--- config.mk ---
export PLATFORM = sky130hd
export DESIGN_NAME = pipeline_controller
export DESIGN_NICKNAME = d
export VERILOG_FILES = /design/src/rtl/pipeline_controller.sv
export SDC_FILE = /design/constraint.sdc
export NUM_CORES = 1
export LEC_CHECK = 0
export CORE_MARGIN = 2
export CORE_UTILIZATION = 49
export CTS_CLUSTER_DIAMETER = 120
export DETAILED_ROUTE_END_ITERATION = 8
export PLACE_DENSITY = 0.79
export SLEW_MARGIN = 15
export SYNTH_ARGS = -nofsm -noshare
export SYNTH_HDL_FRONTEND = slang
export SYNTH_SLANG_ARGS = --single-unit
--- constraint.sdc ---
create_clock -name clk -period 2.4 [get_ports clk]
set_input_delay 0.48 -clock clk [delete_from_list [all_inputs] [get_ports clk]]
set_output_delay 0.48 -clock clk [all_outputs]
set_load 0.01 [all_outputs]
--- src/rtl/pipeline_controller.sv ---
// Decode-stage control for a 5-stage pipeline.
// Covers hazard stalls, forwarding, branch flush and halt drain.
module pipeline_controller (
  input  logic       clk,
  input  logic       reset,
  input  logic       start,
  input  logic [3:0] opcodeD,
  input  logic [3:0] srcAdd1D,
  input  logic [3:0] srcAdd2D,
  input  logic [3:0] destAddD,
  output logic       enable,
  output logic       branchC,
  output logic       flushC,
  output logic       RegWriteC,
  output logic       MemWriteC,
  output logic       MemToRegC,
  output logic       immediateC,
  output logic       forwardC,
  output logic [1:0] alufuncC,
  output logic       halted,
  output logic [7:0] stallCnt
);

  typedef enum logic [2:0] {
    IDLE, RUN, BFLUSH, DRAIN, HALTED
  } state_t;

  typedef struct packed {
    logic       valid;
    logic [3:0] dest;
    logic       regWrite;
    logic       memToReg;
  } shadow_t;

  state_t     state;
  shadow_t    shE, shM;
  logic [1:0] drainCnt;

  logic       dRegWrite, dMemToReg, dMemWrite, dImm;
  logic [1:0] dAlu;
  logic       isBr, isHalt, isNop;

  always_comb begin
    dRegWrite = 1'b0;
    dMemToReg = 1'b0;
    dMemWrite = 1'b0;
    dImm      = 1'b0;
    dAlu      = 2'b00;
    isBr      = 1'b0;
    isHalt    = 1'b0;
    isNop     = 1'b0;
    case (opcodeD)
      4'b0001: dRegWrite = 1'b1;
      4'b0010: begin dRegWrite = 1'b1; dAlu = 2'b01; end
      4'b0011: begin dRegWrite = 1'b1; dAlu = 2'b10; end
      4'b0100: begin dRegWrite = 1'b1; dAlu = 2'b11; end
      4'b0101: begin dRegWrite = 1'b1; dImm = 1'b1; end
      4'b0110: begin
        dRegWrite = 1'b1;
        dMemToReg = 1'b1;
        dImm      = 1'b1;
      end
      4'b0111: begin dMemWrite = 1'b1; dImm = 1'b1; end
      4'b1000: isBr   = 1'b1;
      4'b1111: isHalt = 1'b1;
      default: isNop  = 1'b1;
    endcase
  end

  logic chk1, chk2;
  logic eHit1, eHit2, mHit1, mHit2;
  logic eAlu, hazard, fwd, issue;

  // Register 0 is hard-wired, so it never matches a producer.
  assign chk1  = srcAdd1D != 4'd0;
  assign chk2  = (srcAdd2D != 4'd0) && !dImm;
  assign eHit1 = shE.valid && chk1 && (srcAdd1D == shE.dest);
  assign eHit2 = shE.valid && chk2 && (srcAdd2D == shE.dest);
  assign mHit1 = shM.valid && shM.regWrite && chk1
                 && (srcAdd1D == shM.dest);
  assign mHit2 = shM.valid && shM.regWrite && chk2
                 && (srcAdd2D == shM.dest);
  assign eAlu  = shE.regWrite && !shE.memToReg;

  assign hazard = (state == RUN)
                  && ((shE.memToReg && (eHit1 || eHit2))
                      || (eHit2 && eAlu)
                      || mHit1 || mHit2);
  assign fwd    = (state == RUN) && !hazard && eHit1 && eAlu;
  assign issue  = (state == RUN) && !hazard
                  && !isNop && !isBr && !isHalt;
  assign halted = state == HALTED;

  always_comb begin
    enable     = 1'b0;
    flushC     = 1'b1;
    branchC    = 1'b0;
    RegWriteC  = 1'b0;
    MemWriteC  = 1'b0;
    MemToRegC  = 1'b0;
    immediateC = 1'b0;
    forwardC   = 1'b0;
    alufuncC   = 2'b00;
    case (state)
      RUN: begin
        if (!hazard && !isHalt) begin
          enable     = 1'b1;
          flushC     = 1'b0;
          branchC    = isBr;
          RegWriteC  = dRegWrite;
          MemWriteC  = dMemWrite;
          MemToRegC  = dMemToReg;
          immediateC = dImm;
          forwardC   = fwd;
          alufuncC   = dAlu;
        end
      end
      BFLUSH:  enable = 1'b1;
      default: ;
    endcase
  end

  always_ff @(posedge clk) begin
    if (reset) begin
      state    <= IDLE;
      shE      <= '0;
      shM      <= '0;
      drainCnt <= 2'd0;
      stallCnt <= 8'd0;
    end else begin
      shM <= shE;
      shE <= issue ? {1'b1, destAddD, dRegWrite, dMemToReg} : '0;
      if (hazard && stallCnt != 8'hFF)
        stallCnt <= stallCnt + 8'd1;
      case (state)
        IDLE, HALTED: begin
          if (start) begin
            state    <= RUN;
            stallCnt <= 8'd0;
          end
        end
        RUN: begin
          if (!hazard && isBr)
            state <= BFLUSH;
          else if (!hazard && isHalt) begin
            state    <= DRAIN;
            drainCnt <= 2'd3;
          end
        end
        BFLUSH: state <= RUN;
        DRAIN: begin
          // Last drain cycle is the one that takes the count to zero.
          if (drainCnt != 2'd0)
            drainCnt <= drainCnt - 2'd1;
          if (drainCnt <= 2'd1)
            state <= HALTED;
        end
        default: state <= IDLE;
      endcase
    end
  end

endmodule

Word level (Yosys, flattened, before mapping)

Index checks and enable logic that the tools add are counted.

Flip-flop bits (word level): 26
Bits of input ports: 19
Output and inout port bits: 19
Logic and storage cells: 121

Add/sub/neg operators: 2
$lt $le $gt $ge: 1
Eq/ne operators: 24
Mux-type cells: 38
Bitwise operators: 1
Reductions and logical operators: 45

Operators by type and width:

| cell                                                            | number |
|---|---|
| 1-bit logical AND                                               | 24 |
| 8-bit two-way mux                                               | 3 |
| 1-bit two-way mux                                               | 21 |
| 4-bit by 3-bit == test with 1-bit output, second input constant | 4 |
| 4-bit == test                                                   | 4 |
| 3-bit two-way mux                                               | 4 |
| 3-bit case mux with 4 select lines                              | 1 |
| 2-bit two-way mux                                               | 5 |
| 9-bit OR reduction                                              | 1 |
| 8-bit by 1-bit adder with 8-bit output, second input constant   | 1 |
| 4-bit by 2-bit == test with 1-bit output, second input constant | 2 |
| 4-bit == test, second input constant                            | 2 |
| 2-bit inequality test, second input constant                    | 4 |
| 8-bit inequality test, second input constant                    | 1 |
| 4-bit nonzero test                                              | 2 |
| 7-bit two-way mux                                               | 1 |
| 3-bit by 2-bit == test with 1-bit output, second input constant | 2 |
| 2-bit case mux with 3 select lines                              | 1 |
| 6-bit OR reduction                                              | 1 |
| 1-bit logical NOT                                               | 5 |
| 4-bit by 1-bit == test with 1-bit output, second input constant | 1 |
| 1-bit logical OR                                                | 4 |
| 2-bit case mux with 2 select lines                              | 1 |
| 4-bit AND reduction                                             | 1 |
| other kinds (13)                                                | 15 |

Longest topological paths before layout

Gate-level depths: netlist of run 1.

Depth after elaboration: 20
Depth in mapped cells: 8
Gate-level depth less buffers: 7

Worst setup path after synthesis of run 1

OpenSTA, ideal clock, no wires.

Kind: input-to-output
Start point: input opcodeD[2]
End point: output alufuncC[0]
Data arrival time: 1927 ps
Required time: 1920 ps
Path slack: -7 ps
Stages on the path: 8
Buffers on the path: 2
Cell sequence: buf_2 -> and2b_1 -> a21oi_1 -> and4b_1 -> o21bai_2 -> buf_6 -> nand3_4 -> nor4_1

Longest elaborated chain between the ends: 17

Ends and longest elaborated chain:

| what                                     | RTL line | RTL |
|---|---|---|
| start, declared                          | 7        | `input logic [3:0] opcodeD,` |
| 4-bit by 3-bit == test with 1-bit output | 52       | `case (opcodeD)` |
| 3-bit OR reduction (no line)             | n/a      |  |
| 1-bit two-way mux                        | 52       |  |
| 1-bit logical NOT                        | 76       | `assign chk2 = (srcAdd2D != 4'd0) && !dImm;` |
| 1-bit logical AND                        | 76       |  |
| 1-bit logical AND (2 in series)          | 78       | `assign eHit2 = shE.valid && chk2 && (srcAdd2D == shE.dest);` |
| 1-bit logical OR                         | 86       | `&& ((shE.memToReg && (eHit1 \|\| eHit2))` |
| 1-bit logical AND                        | 86       |  |
| 1-bit logical OR                         | 87       | `\|\| (eHit2 && eAlu)` |
| 1-bit logical OR (2 in series)           | 88       | `\|\| mHit1 \|\| mHit2);` |
| 1-bit logical AND                        | 86       |  |
| 1-bit logical NOT                        | 106      | `if (!hazard && !isHalt) begin` |
| 1-bit logical AND                        | 106      |  |
| 2-bit two-way mux *                      | 106      |  |
| 2-bit two-way mux *                      | 104      | `case (state)` |
| end, declared                            | 19       | `output logic [1:0] alufuncC,` |

Mark *: on every way between the ends. The rest lies on a longest branch, timed or not.

Final worst setup path of run 1

Start point: input srcAdd2D[1]
End point: output alufuncC[0]

Longest elaborated chain between the ends: 14

Ends and longest elaborated chain:

| what                            | RTL line | RTL |
|---|---|---|
| start, declared                 | 9        | `input logic [3:0] srcAdd2D,` |
| 4-bit nonzero test              | 76       |  |
| 1-bit logical AND               | 76       |  |
| 1-bit logical AND (2 in series) | 78       |  |
| 1-bit logical OR                | 86       |  |
| 1-bit logical AND               | 86       |  |
| 1-bit logical OR                | 87       |  |
| 1-bit logical OR                | 88       |  |
| 1-bit logical OR *              | 88       |  |
| 1-bit logical AND *             | 86       |  |
| 1-bit logical NOT *             | 106      |  |
| 1-bit logical AND *             | 106      |  |
| 2-bit two-way mux *             | 106      |  |
| 2-bit two-way mux *             | 104      |  |

Marks and branches as above.

==> flow_summary.ini, run 1 <==
[run_status]
run_status = complete, but fails checks
violations_in_the_final_reports = setup timing

[setup_path]
worst-endpoint-arrival_ps = 1970
worst-setup-path-type = primary input to output port
critical_path.reg2reg.endpoint = stallCnt[0]$_SDFF_PP0_
endpoint = alufuncC[0]
worst-endpoint-required_ps = 1920
reg2reg_depth = 8
start_kind = primary input
timing.rr.start = shM[4]$_SDFF_PP0_
setup.reg_to_reg.worst_slack_ps = 390
startpoint = srcAdd2D[1]
timing.critical_path.fanout_max = 5
worst_setup_path_end_kind = output port

[floorplanning]
fp.dieW_um = 60.63
core-area_mm2 = 0.003053
starting_utilization_of_the_core_area_pct = 51.48
num_io_pins = 38
fp.dieH_um = 60.63
fp.dieArea_mm2 = 0.003676
row_count = 20

[synth]
synth.distinct_cells = 42
yosys.area.top_type = sky130_fd_sc_hd__dfxtp_1
synth.avg_cell_area_um2 = 8.143
synth_nets = 215
synth-edff-count = 0
synth.top_cell.area_share_pct = 33.12
async_flop_share_pct = 0
synth.yosys.seq_area_share_pct = 33.12
synthesis.instances = 193
post_synth_instance_area_mm2 = 0.001572
post-synth-top-count-cell = sky130_fd_sc_hd__dfxtp_1
ys_ff_latch = 26
dominantRegCellSynth = sky130_fd_sc_hd__dfxtp_1
yosys-top-cells-count = 26 x sky130_fd_sc_hd__dfxtp_1, 22 x sky130_fd_sc_hd__nand2_1, 20 x sky130_fd_sc_hd__nor2_1
yosysWarnings = 0
synth_area_leaders = sky130_fd_sc_hd__dfxtp_1 33%, sky130_fd_sc_hd__nand2_1 5.3%, sky130_fd_sc_hd__xor2_1 5.0%, sky130_fd_sc_hd__nor2_1 4.8%, sky130_fd_sc_hd__mux2i_1 4.5%

[sta]
max_slew_headroom_pct = 61.28
final_min_period_over_clock_period_pct = 102.2
timing.clock.skew_ps = 2.396
finalHoldViolCount = 0
timing.fmax_mhz = 407.8
setup_viol = 7
rsz_0062_raised_after_global_routing = yes
final_period_minus_worst_setup_slack_ps = 2452
worst_hold_slack_ps = 494.8
slew_of_the_pin_with_the_lowest_slew_margin_ps = 580.8
fin_ws_ps = -52.09
max_slew_violation_count = 0

[grt]
grt_antenna_before_repair = 0
groute.usage.overall_pct = 24.49
global_route.overflow_total = 0
vias_in_the_first_global_route = 1514
pin_count_of_the_biggest_net_entering_global_routing = 18
grt_first_pass_wirelength_mm = 6.658

[final_layout]
multi_input_area_mm2 = 0.001155
fraction_of_final_layout_cells_sized_beyond_drive_strength_1_pct = 36.80
layoutNonFillerInstCount = 313
ff_latch_area_um2 = 530.5
antenna-diode-count = 0
utilization_pct = 80.74
n_fill_cell = 194
finalNetCount = 292
area.growth.synth_to_final_pct = 56.85

[route]
route.top_layer_used = met4
ant_nets = 0
route.final.wire_length_mm = 4.637
drc_markers = 0
wl_met1_mm = 1.979
met3_length_um = 163
avgRoutedWirePerCell_um = 14.81
routed_via_density = 5.294
vias_after_detailed_routing = 1657
wl_met2_mm = 2.375
drtPass1Iterations = 4
drt-initial-drc-count = 81

[clocking]
postCtsHoldBufs = 0
tritoncts_num_sinks = 26
htree_levels = 1
cts_buffers = 3
clk_latency_ps = 330
tritoncts = yes
clkSlewWorstSetupHoldPaths_ps = 140
clock_tree.buffer_depth = 2
root_buffer = sky130_fd_sc_hd__clkbuf_4

[placement]
portBuffers = 37
dpl.hpwl_mm = 2.852
dp.cells = 297
gpl.final_weighted_congestion = 0.8375

[power]
worst_ir_drop_vdd_mv = 0.2626
p_per_area_mw_per_mm2 = 386.6
static-leakage-power_nw = 0.9550
total_power_w = 0.0009528

[job]
max_cap_viol = 0

[hold_path]
min_path_type = register to register
[how the worst min path moves through the flow]
stage	to	slack, ps	cells past startpoint	from
floorplan	drainCnt[1]$_SDFFE_PP0P_	460	2	drainCnt[1]$_SDFFE_PP0P_
global placement	stallCnt[4]$_SDFF_PP0_	470	2	stallCnt[4]$_SDFF_PP0_
detailed placement	stallCnt[4]$_SDFF_PP0_	480	2	stallCnt[4]$_SDFF_PP0_
CTS	stallCnt[4]$_SDFF_PP0_	500	2	stallCnt[4]$_SDFF_PP0_
global route	stallCnt[6]$_SDFF_PP0_	510	2	stallCnt[6]$_SDFF_PP0_
finish	stallCnt[4]$_SDFF_PP0_	490	2	stallCnt[4]$_SDFF_PP0_
[routing by layer]
metal,vias up,GRT usage (%)
li1,824,-
met4,0,11.18
met3,12,3.198
met5,-,0
met2,48,42.40
met1,773,30.18
[per-stage QoR]
step / setup TNS, ps / area, µm² / setup slack, ps
5_1_grt: -712.2 / 2465 / -113.6
4_1_cts: -368.1 / 2360 / -107.7
3_3_place_gp: -10100 / 2182 / -930.1
6_report: -195.5 / 2465 / -52.09
2_1_floorplan: 0 / 1578 / 94.58
3_5_place_dp: -12340 / 2182 / -1054
[flip-flops by register name, summed over array words and instances (netlist names)]
signal    cells
shM           6
drainCnt      2
shE           7
stallCnt      8
state         3
[final cells by class]
type	count	area share, %
Clock buffer	3	0.9137
Clock inverter	1	1.218
Inverter	6	0.9137
Multi-Input combinational cell	155	46.85
Sequential cell	26	21.52
Tap cell	44	2.234
Timing Repair Buffer	78	26.35
[where the power goes]
group | leakage [nW] | switching [W] | total (W) | internal [W]
logic | 0.714 | 0.000101 | 0.000203 | 0.000103
registers | 0.214 | 0.00000650 | 0.000444 | 0.000438
clock network | 0.0279 | 0.000136 | 0.000305 | 0.000169
total | 0.955 | 0.000243 | 0.000953 | 0.000710
[critical path, cell delays in order]
cell	delay (ps)
sky130_fd_sc_hd__buf_8	100
sky130_fd_sc_hd__nor4_4	300
sky130_fd_sc_hd__a21oi_2	80
sky130_fd_sc_hd__buf_4	150
sky130_fd_sc_hd__a31oi_4	250
sky130_fd_sc_hd__nand3_4	100
sky130_fd_sc_hd__buf_6	150
sky130_fd_sc_hd__nor4_2	190
sky130_fd_sc_hd__buf_2	170
[cells by family (layout without fill, tap and decap cells)]
logic type      count (synthesis)  after routing  synth area share (%)
xor+xnor                       15             15                 8.360
flops                          26             26                 33.12
fa+ha+maj                       3              3                 2.389
compound gates                 30             30                 13.61
buf+inv                        12             88                 3.901
mux                             7              7                 4.459
simple gates                  100            100                 34.16
[placed cells by master, fill, tap and decap left out, drive strengths merged, types with 2 or more instances in the layout]
cell / Yosys / routed
buf: 3 / 59
dfxtp: 26 / 26
nand2: 22 / 22
nor2: 20 / 20
a21oi: 16 / 16
clkdlybuf4s50: 0 / 15
nor2b: 9 / 9
nor3: 9 / 9
xor2: 9 / 9
nand4: 8 / 8
nand2b: 7 / 7
mux2i: 7 / 7
inv: 6 / 6
xnor2: 6 / 6
o21ai: 5 / 5
nand3: 4 / 4
clkbuf: 3 / 4
nor4: 4 / 4
and3: 3 / 3
nand3b: 3 / 3
ha: 3 / 3
clkdlybuf4s15: 0 / 3
or2: 2 / 2
and2: 2 / 2
or3: 2 / 2
a31oi: 2 / 2
[timing repair]
item                                    CTS  global route
pin swaps                                17            16
gates resized for setup                 111            19
setup buffers                            10             2
endpoints found under the setup margin   10            10
Power figures use the tool's default switching activity.
==> run 2: changes to the inputs <==
--- a/config.mk
+++ b/config.mk
@@ -6,10 +6,12 @@
 export NUM_CORES = 1
 export LEC_CHECK = 0
 export CORE_MARGIN = 2
-export CORE_UTILIZATION = 49
+export CORE_UTILIZATION = 50
+export CTS_BUF_LIST = sky130_fd_sc_hd__clkbuf_8
 export CTS_CLUSTER_DIAMETER = 120
+export CTS_CLUSTER_SIZE = 20
 export DETAILED_ROUTE_END_ITERATION = 8
-export PLACE_DENSITY = 0.79
+export PLACE_DENSITY = 0.91
 export SLEW_MARGIN = 15
 export SYNTH_ARGS = -nofsm -noshare
 export SYNTH_HDL_FRONTEND = slang
==> flow_summary.ini, run 2 (synthesized netlist as in run 1, its figures left out) <==
[floorplanning]
fp.dieW_um = 60.06
num_io_pins = 38
fp.dieH_um = 60.06
core-area_mm2 = 0.003028
fp.dieArea_mm2 = 0.003607
row_count = 20
starting_utilization_of_the_core_area_pct = 51.90

[run_status]
violations_in_the_final_reports = setup timing
run_status = complete, but fails checks

[grt]
global_route.overflow_total = 0
grt.met1_usage_pct = 34.70
grt_antenna_before_repair = 0
grt_first_pass_wirelength_mm = 8.342
groute.usage.overall_pct = 31.84
grt_use_met2_pct = 59.94
grtUsageMet3_pct = 4.978
vias_in_the_first_global_route = 1754
global_route.peak_usage_layer = met2
pin_count_of_the_biggest_net_entering_global_routing = 18

[final_layout]
utilization_pct = 82.27
layoutNonFillerInstCount = 313
most-common-layout-cells = 34 x sky130_fd_sc_hd__buf_4, 23 x sky130_fd_sc_hd__dfxtp_1, 22 x sky130_fd_sc_hd__nand2_1, 19 x sky130_fd_sc_hd__nor2_1, 15 x sky130_fd_sc_hd__clkdlybuf4s50_1
n_fill_cell = 172
regMostFlops = stallCnt
biggest_registers_after_layout = stallCnt: 8 flops, shE: 7 flops, shM: 6 flops
finalNetCount = 292
fraction_of_final_layout_cells_sized_beyond_drive_strength_1_pct = 36.06
area.growth.synth_to_final_pct = 58.52
largest_register_ff_count = 8
antenna-diode-count = 0
layout_commonest_cell = sky130_fd_sc_hd__buf_4

[sta]
finalHoldViolCount = 0
max_slew_violation_count = 0
setup_viol = 10
worst_hold_slack_ps = 492.3
final_min_period_over_clock_period_pct = 107.0
slew_of_the_pin_with_the_lowest_slew_margin_ps = 498.6
max_slew_headroom_pct = 66.34
timing.clock.skew_ps = 5.145
fin_ws_ps = -168.8
timing.fmax_mhz = 389.3
rsz_0062_raised_after_global_routing = yes
final_period_minus_worst_setup_slack_ps = 2569

[job]
max_cap_viol = 0

[route]
route.final.wire_length_mm = 5.243
vias_after_detailed_routing = 1749
avgRoutedWirePerCell_um = 16.75
drc_markers = 0
drt-initial-drc-count = 159
routed_via_density = 5.588
ant_nets = 0
drtPass1Iterations = 4

[clocking]
tritoncts_num_sinks = 26
cts_buffers = 3
clk_latency_ps = 270
postCtsHoldBufs = 0
clkSlewWorstSetupHoldPaths_ps = 90
clock_tree.buffer_depth = 2
tritoncts = yes
htree_levels = 1
root_buffer = sky130_fd_sc_hd__clkbuf_8

[placement]
dp.cells = 297
dpl.hpwl_mm = 2.958
portBuffers = 37
pre_cts_setup_slack_ps = -997.3
gpl.final_weighted_congestion = 0.8129

[setup_path]
worst-endpoint-required_ps = 1920
setup.reg_to_reg.worst_slack_ps = 190
critical_path.reg2reg.endpoint = shE[0]$_SDFF_PP0_
timing.critical_path.fanout_max = 3
slowest_stage = sky130_fd_sc_hd__nor4_4
reg2reg_depth = 10
worst-setup-path-type = primary input to output port
crit_chain = buf_8, nor4_4, a21oi_4, and4b_2, o21bai_4, nand3_4, buf_12, buf_6, nor3_4, buf_2
startpoint = srcAdd2D[0]
slowest_delay_ps = 330
timing.rr.start = shE[4]$_SDFF_PP0_
worst_setup_path_end_kind = output port
start_kind = primary input
worst-endpoint-arrival_ps = 2090
endpoint = MemToRegC

[power]
combinationalPowerShare_pct = 21.5
internal-power_w = 0.0007736
power_switching_w = 0.0002597
p_per_area_mw_per_mm2 = 414.8
share_clk_of_total_power_pct = 35.4
pwr-share-seq_pct = 43.0
worst_ir_drop_vdd_mv = 0.3220
swShare_pct = 25.13
static-leakage-power_nw = 0.9751

[hold_path]
min_path_type = register to register
==> run 2: worst min path at each step <==
stage / start / end / slack (ps) / depth (start not counted)
after floorplan: drainCnt[1]$_SDFFE_PP0P_ / drainCnt[1]$_SDFFE_PP0P_ / 460 / 2
after global placement: stallCnt[4]$_SDFF_PP0_ / stallCnt[4]$_SDFF_PP0_ / 470 / 2
after detailed placement: stallCnt[4]$_SDFF_PP0_ / stallCnt[4]$_SDFF_PP0_ / 480 / 2
after CTS: stallCnt[4]$_SDFF_PP0_ / stallCnt[4]$_SDFF_PP0_ / 500 / 2
after global routing: stallCnt[4]$_SDFF_PP0_ / stallCnt[4]$_SDFF_PP0_ / 530 / 2
final: stallCnt[4]$_SDFF_PP0_ / stallCnt[4]$_SDFF_PP0_ / 490 / 2
==> run 2: metal layers <==
metal,part of all wire (%),up-vias
met2,53,87
met3,6.0,16
met1,39,818
met4,2.7,0
met5,0,-
li1,-,828
==> run 2: cell type report <==
cell class                 instances  area, µm²  share of cell area, %
inverter                           6      22.52                 0.9041
clock buffer                       3      41.29                  1.657
clock inverter                     1      30.03                  1.205
multi-input combinational        155       1151                  46.21
timing repair buffer              78      666.9                  26.77
tap                               44      55.05                  2.210
sequential                        26      524.3                  21.04
==> run 2: worst max-delay path: cells and delay by family <==
family                 cells  cell delay [ps]
AOI/OAI and AO/OA          2              260
buffers and inverters      4              520
and+or+nand+nor            4              820
==> run 2: per-stage QoR <==
stage	area (µm²)	TNS, ps	power [W]
2_1_floorplan	1578	0	0.0005276
5_1_grt	2491	-1760	0.001063
3_3_place_gp	2182	-10560	0.0006197
3_5_place_dp	2182	-12430	0.0006249
6_report	2491	-1023	0.001033
4_1_cts	2462	-475.0	0.001017
==> run 2: power by group through the flow <==
stage	registers, W	clock network [W]	logic, W
2_1_floorplan	0.000453	0	0.0000749
5_1_grt	0.000445	0.000381	0.000237
3_3_place_gp	0.000453	0	0.000167
3_5_place_dp	0.000453	0	0.000172
4_1_cts	0.000444	0.000367	0.000207
6_report	0.000445	0.000366	0.000222
==> run 2: what timing repair did <==
item | in CTS | in global routing
hold endpoints to repair | 0 | 0
setup buffers | 11 | 1
setup endpoints to repair | 10 | 10
gates resized for setup | 124 | 5
pin swaps | 18 | 6
==> run 3: changes to the inputs <==
--- a/config.mk
+++ b/config.mk
@@ -11,8 +11,10 @@
 export CTS_CLUSTER_DIAMETER = 120
 export CTS_CLUSTER_SIZE = 20
 export DETAILED_ROUTE_END_ITERATION = 8
+export GPL_TIMING_DRIVEN = 0
 export PLACE_DENSITY = 0.91
 export SLEW_MARGIN = 15
 export SYNTH_ARGS = -nofsm -noshare
 export SYNTH_HDL_FRONTEND = slang
 export SYNTH_SLANG_ARGS = --single-unit
+export TNS_END_PERCENT = 20
==> flow_summary.ini, run 3 (synthesized netlist as in run 1, its figures left out) <==
[run_status]
run_status = complete, but fails checks
violations_in_the_final_reports = setup timing

[setup_path]
timing.rr.start = shM[5]$_SDFF_PP0_
worst_setup_path_end_kind = output port
setup.reg_to_reg.worst_slack_ps = 300
reg2reg_depth = 9
worst-endpoint-arrival_ps = 1950
startpoint = shM[4]$_SDFF_PP0_
worst-endpoint-required_ps = 1920
start_kind = register
worst-setup-path-type = register to output port
crit_chain = or3_4, a2111oi_4, a31oi_4, buf_6, nand3_4, or2_1, buf_2
endpoint = flushC
critical-path-top-delay-family = simple AND/OR/NAND/NOR gates
path_depth = 7
critical_path.reg2reg.endpoint = shE[1]$_SDFF_PP0_
slowest_delay_ps = 390
slowest_stage = sky130_fd_sc_hd__or3_4
timing.critical_path.fanout_max = 5
crit_buf_inv = 2

[floorplanning]
row_count = 20
fp.dieW_um = 60.06
num_io_pins = 38
fp.dieH_um = 60.06
fp.dieArea_mm2 = 0.003607
core-area_mm2 = 0.003028
starting_utilization_of_the_core_area_pct = 51.90

[final_layout]
n_fill_cell = 217
utilization_pct = 73.22
finalNetCount = 269
area.growth.synth_to_final_pct = 41.08
most-common-layout-cells = 24 x sky130_fd_sc_hd__dfxtp_1, 22 x sky130_fd_sc_hd__nand2_1, 18 x sky130_fd_sc_hd__nor2_1, 15 x sky130_fd_sc_hd__buf_2
regMostFlops = stallCnt
layoutNonFillerInstCount = 289
multi_input_area_mm2 = 0.001146
largest_register_ff_count = 8
fraction_of_final_layout_cells_sized_beyond_drive_strength_1_pct = 28.16
layout_commonest_cell = sky130_fd_sc_hd__dfxtp_1
biggest_registers_after_layout = stallCnt: 8 flops, shE: 7 flops, shM: 6 flops
antenna-diode-count = 0
ff_latch_area_um2 = 523.0

[grt]
grt_antenna_before_repair = 0
grtUsageMet3_pct = 5.195
grt.met1_usage_pct = 30.28
grt_use_met2_pct = 43.48
grt_first_pass_wirelength_mm = 6.789
global_route.overflow_total = 0
pin_count_of_the_biggest_net_entering_global_routing = 14
groute.usage.overall_pct = 24.81
vias_in_the_first_global_route = 1492
global_route.peak_usage_layer = met2

[clocking]
root_buffer = sky130_fd_sc_hd__clkbuf_8
tritoncts = yes
postCtsHoldBufs = 0
htree_levels = 1
clock_tree.buffer_depth = 2
clk_latency_ps = 270
cts_buffers = 3
tritoncts_num_sinks = 26
clkSlewWorstSetupHoldPaths_ps = 80

[power]
p_per_area_mw_per_mm2 = 384.6
pwr-share-seq_pct = 52.2
swShare_pct = 26.77
power_switching_w = 0.0002282
total_power_w = 0.0008526
internal-power_w = 0.0006244
static-leakage-power_nw = 0.8141
combinationalPowerShare_pct = 19.4
share_clk_of_total_power_pct = 28.4
worst_ir_drop_vdd_mv = 0.3014

[sta]
timing.setup.tns_ps = -40.34
slew_of_the_pin_with_the_lowest_slew_margin_ps = 622.4
final_period_minus_worst_setup_slack_ps = 2430
max_slew_violation_count = 0
timing.fmax_mhz = 411.6
rsz_0062_raised_after_global_routing = yes
timing.clock.skew_ps = 4.780
finalHoldViolCount = 0
setup_viol = 3
final_min_period_over_clock_period_pct = 101.2
max_slew_headroom_pct = 58.51
fin_ws_ps = -29.56

[route]
routed_via_density = 5.398
drt-initial-drc-count = 86
vias_after_detailed_routing = 1560
drtPass1Iterations = 4
avgRoutedWirePerCell_um = 14.30
drc_markers = 0
ant_nets = 0
route.final.wire_length_mm = 4.132

[placement]
portBuffers = 35
gpl.final_weighted_congestion = 0.8899
dpl.hpwl_mm = 2.504
dp.cells = 272

[job]
max_cap_viol = 0

[hold_path]
min_path_type = primary input to register
==> run 3: worst reg2reg max path, delay by kind of cell (launching register included) <==
family	cells	cell delay (ps)
flops	1	420
simple gates	3	530
xor+xnor	1	250
compound gates	1	220
buf+inv	4	590
==> run 3: layout make-up <==
cell class | count | share of cell area (%)
sequential | 26 | 23.59
tap | 44 | 2.483
clock buffer | 3 | 1.862
buffer | 6 | 1.749
timing repair buffer | 48 | 17.61
inverter | 6 | 1.016
multi-input combinational | 156 | 51.69
==> run 3: timing repair <==
| item | CTS | global route |
|---|---|---|
| gates resized for setup | 120 | 7 |
| cloned | 1 | 0 |
| buffers inserted | 11 | 2 |
| pin swaps | 17 | 7 |
| endpoints found under the setup margin | 10 | 10 |
| endpoints found under the hold margin | 0 | 0 |
==> run 3: how the worst min path moves through the flow <==
stage / from / to / slack (ps) / cells after the start
2_1_floorplan: drainCnt[1]$_SDFFE_PP0P_ / drainCnt[1]$_SDFFE_PP0P_ / 460 / 2
3_3_place_gp: shE[1]$_SDFF_PP0_ / shM[1]$_SDFF_PP0_ / 470 / 1
3_5_place_dp: shE[1]$_SDFF_PP0_ / shM[1]$_SDFF_PP0_ / 470 / 1
4_1_cts: opcodeD[0] / shE[0]$_SDFF_PP0_ / 420 / 2
5_1_grt: opcodeD[0] / shE[0]$_SDFF_PP0_ / 420 / 2
6_report: opcodeD[0] / shE[0]$_SDFF_PP0_ / 420 / 2
==> run 3: metrics by stage <==
step                worst slack, ps  hold slack (ps)  instance area (µm²)
floorplan                     94.58            457.0                 1578
global placement              -1087            472.1                 1983
detailed placement            -1119            473.7                 1983
CTS                          -41.45            421.4                 2171
global route                 -82.58            424.2                 2217
finish                       -29.56            423.1                 2217
==> run 3: routing by layer <==
| layer | up-vias | part of all wire (%) |
|---|---|---|
| met2 | 45 | 51 |
| met3 | 4 | 3.8 |
| met1 | 730 | 44 |
| li1 | 781 | - |
| met5 | - | 0 |
| met4 | 0 | 1.3 |
==> run 3: power groups by stage <==
stage / clock network, W / registers [W] / logic, W
after floorplan: 0 / 0.000453 / 0.0000749
after CTS: 0.000241 / 0.000444 / 0.000156
after global routing: 0.000261 / 0.000446 / 0.000180
final: 0.000242 / 0.000445 / 0.000165
after global placement: 0 / 0.000454 / 0.000135
after detailed placement: 0 / 0.000454 / 0.000138
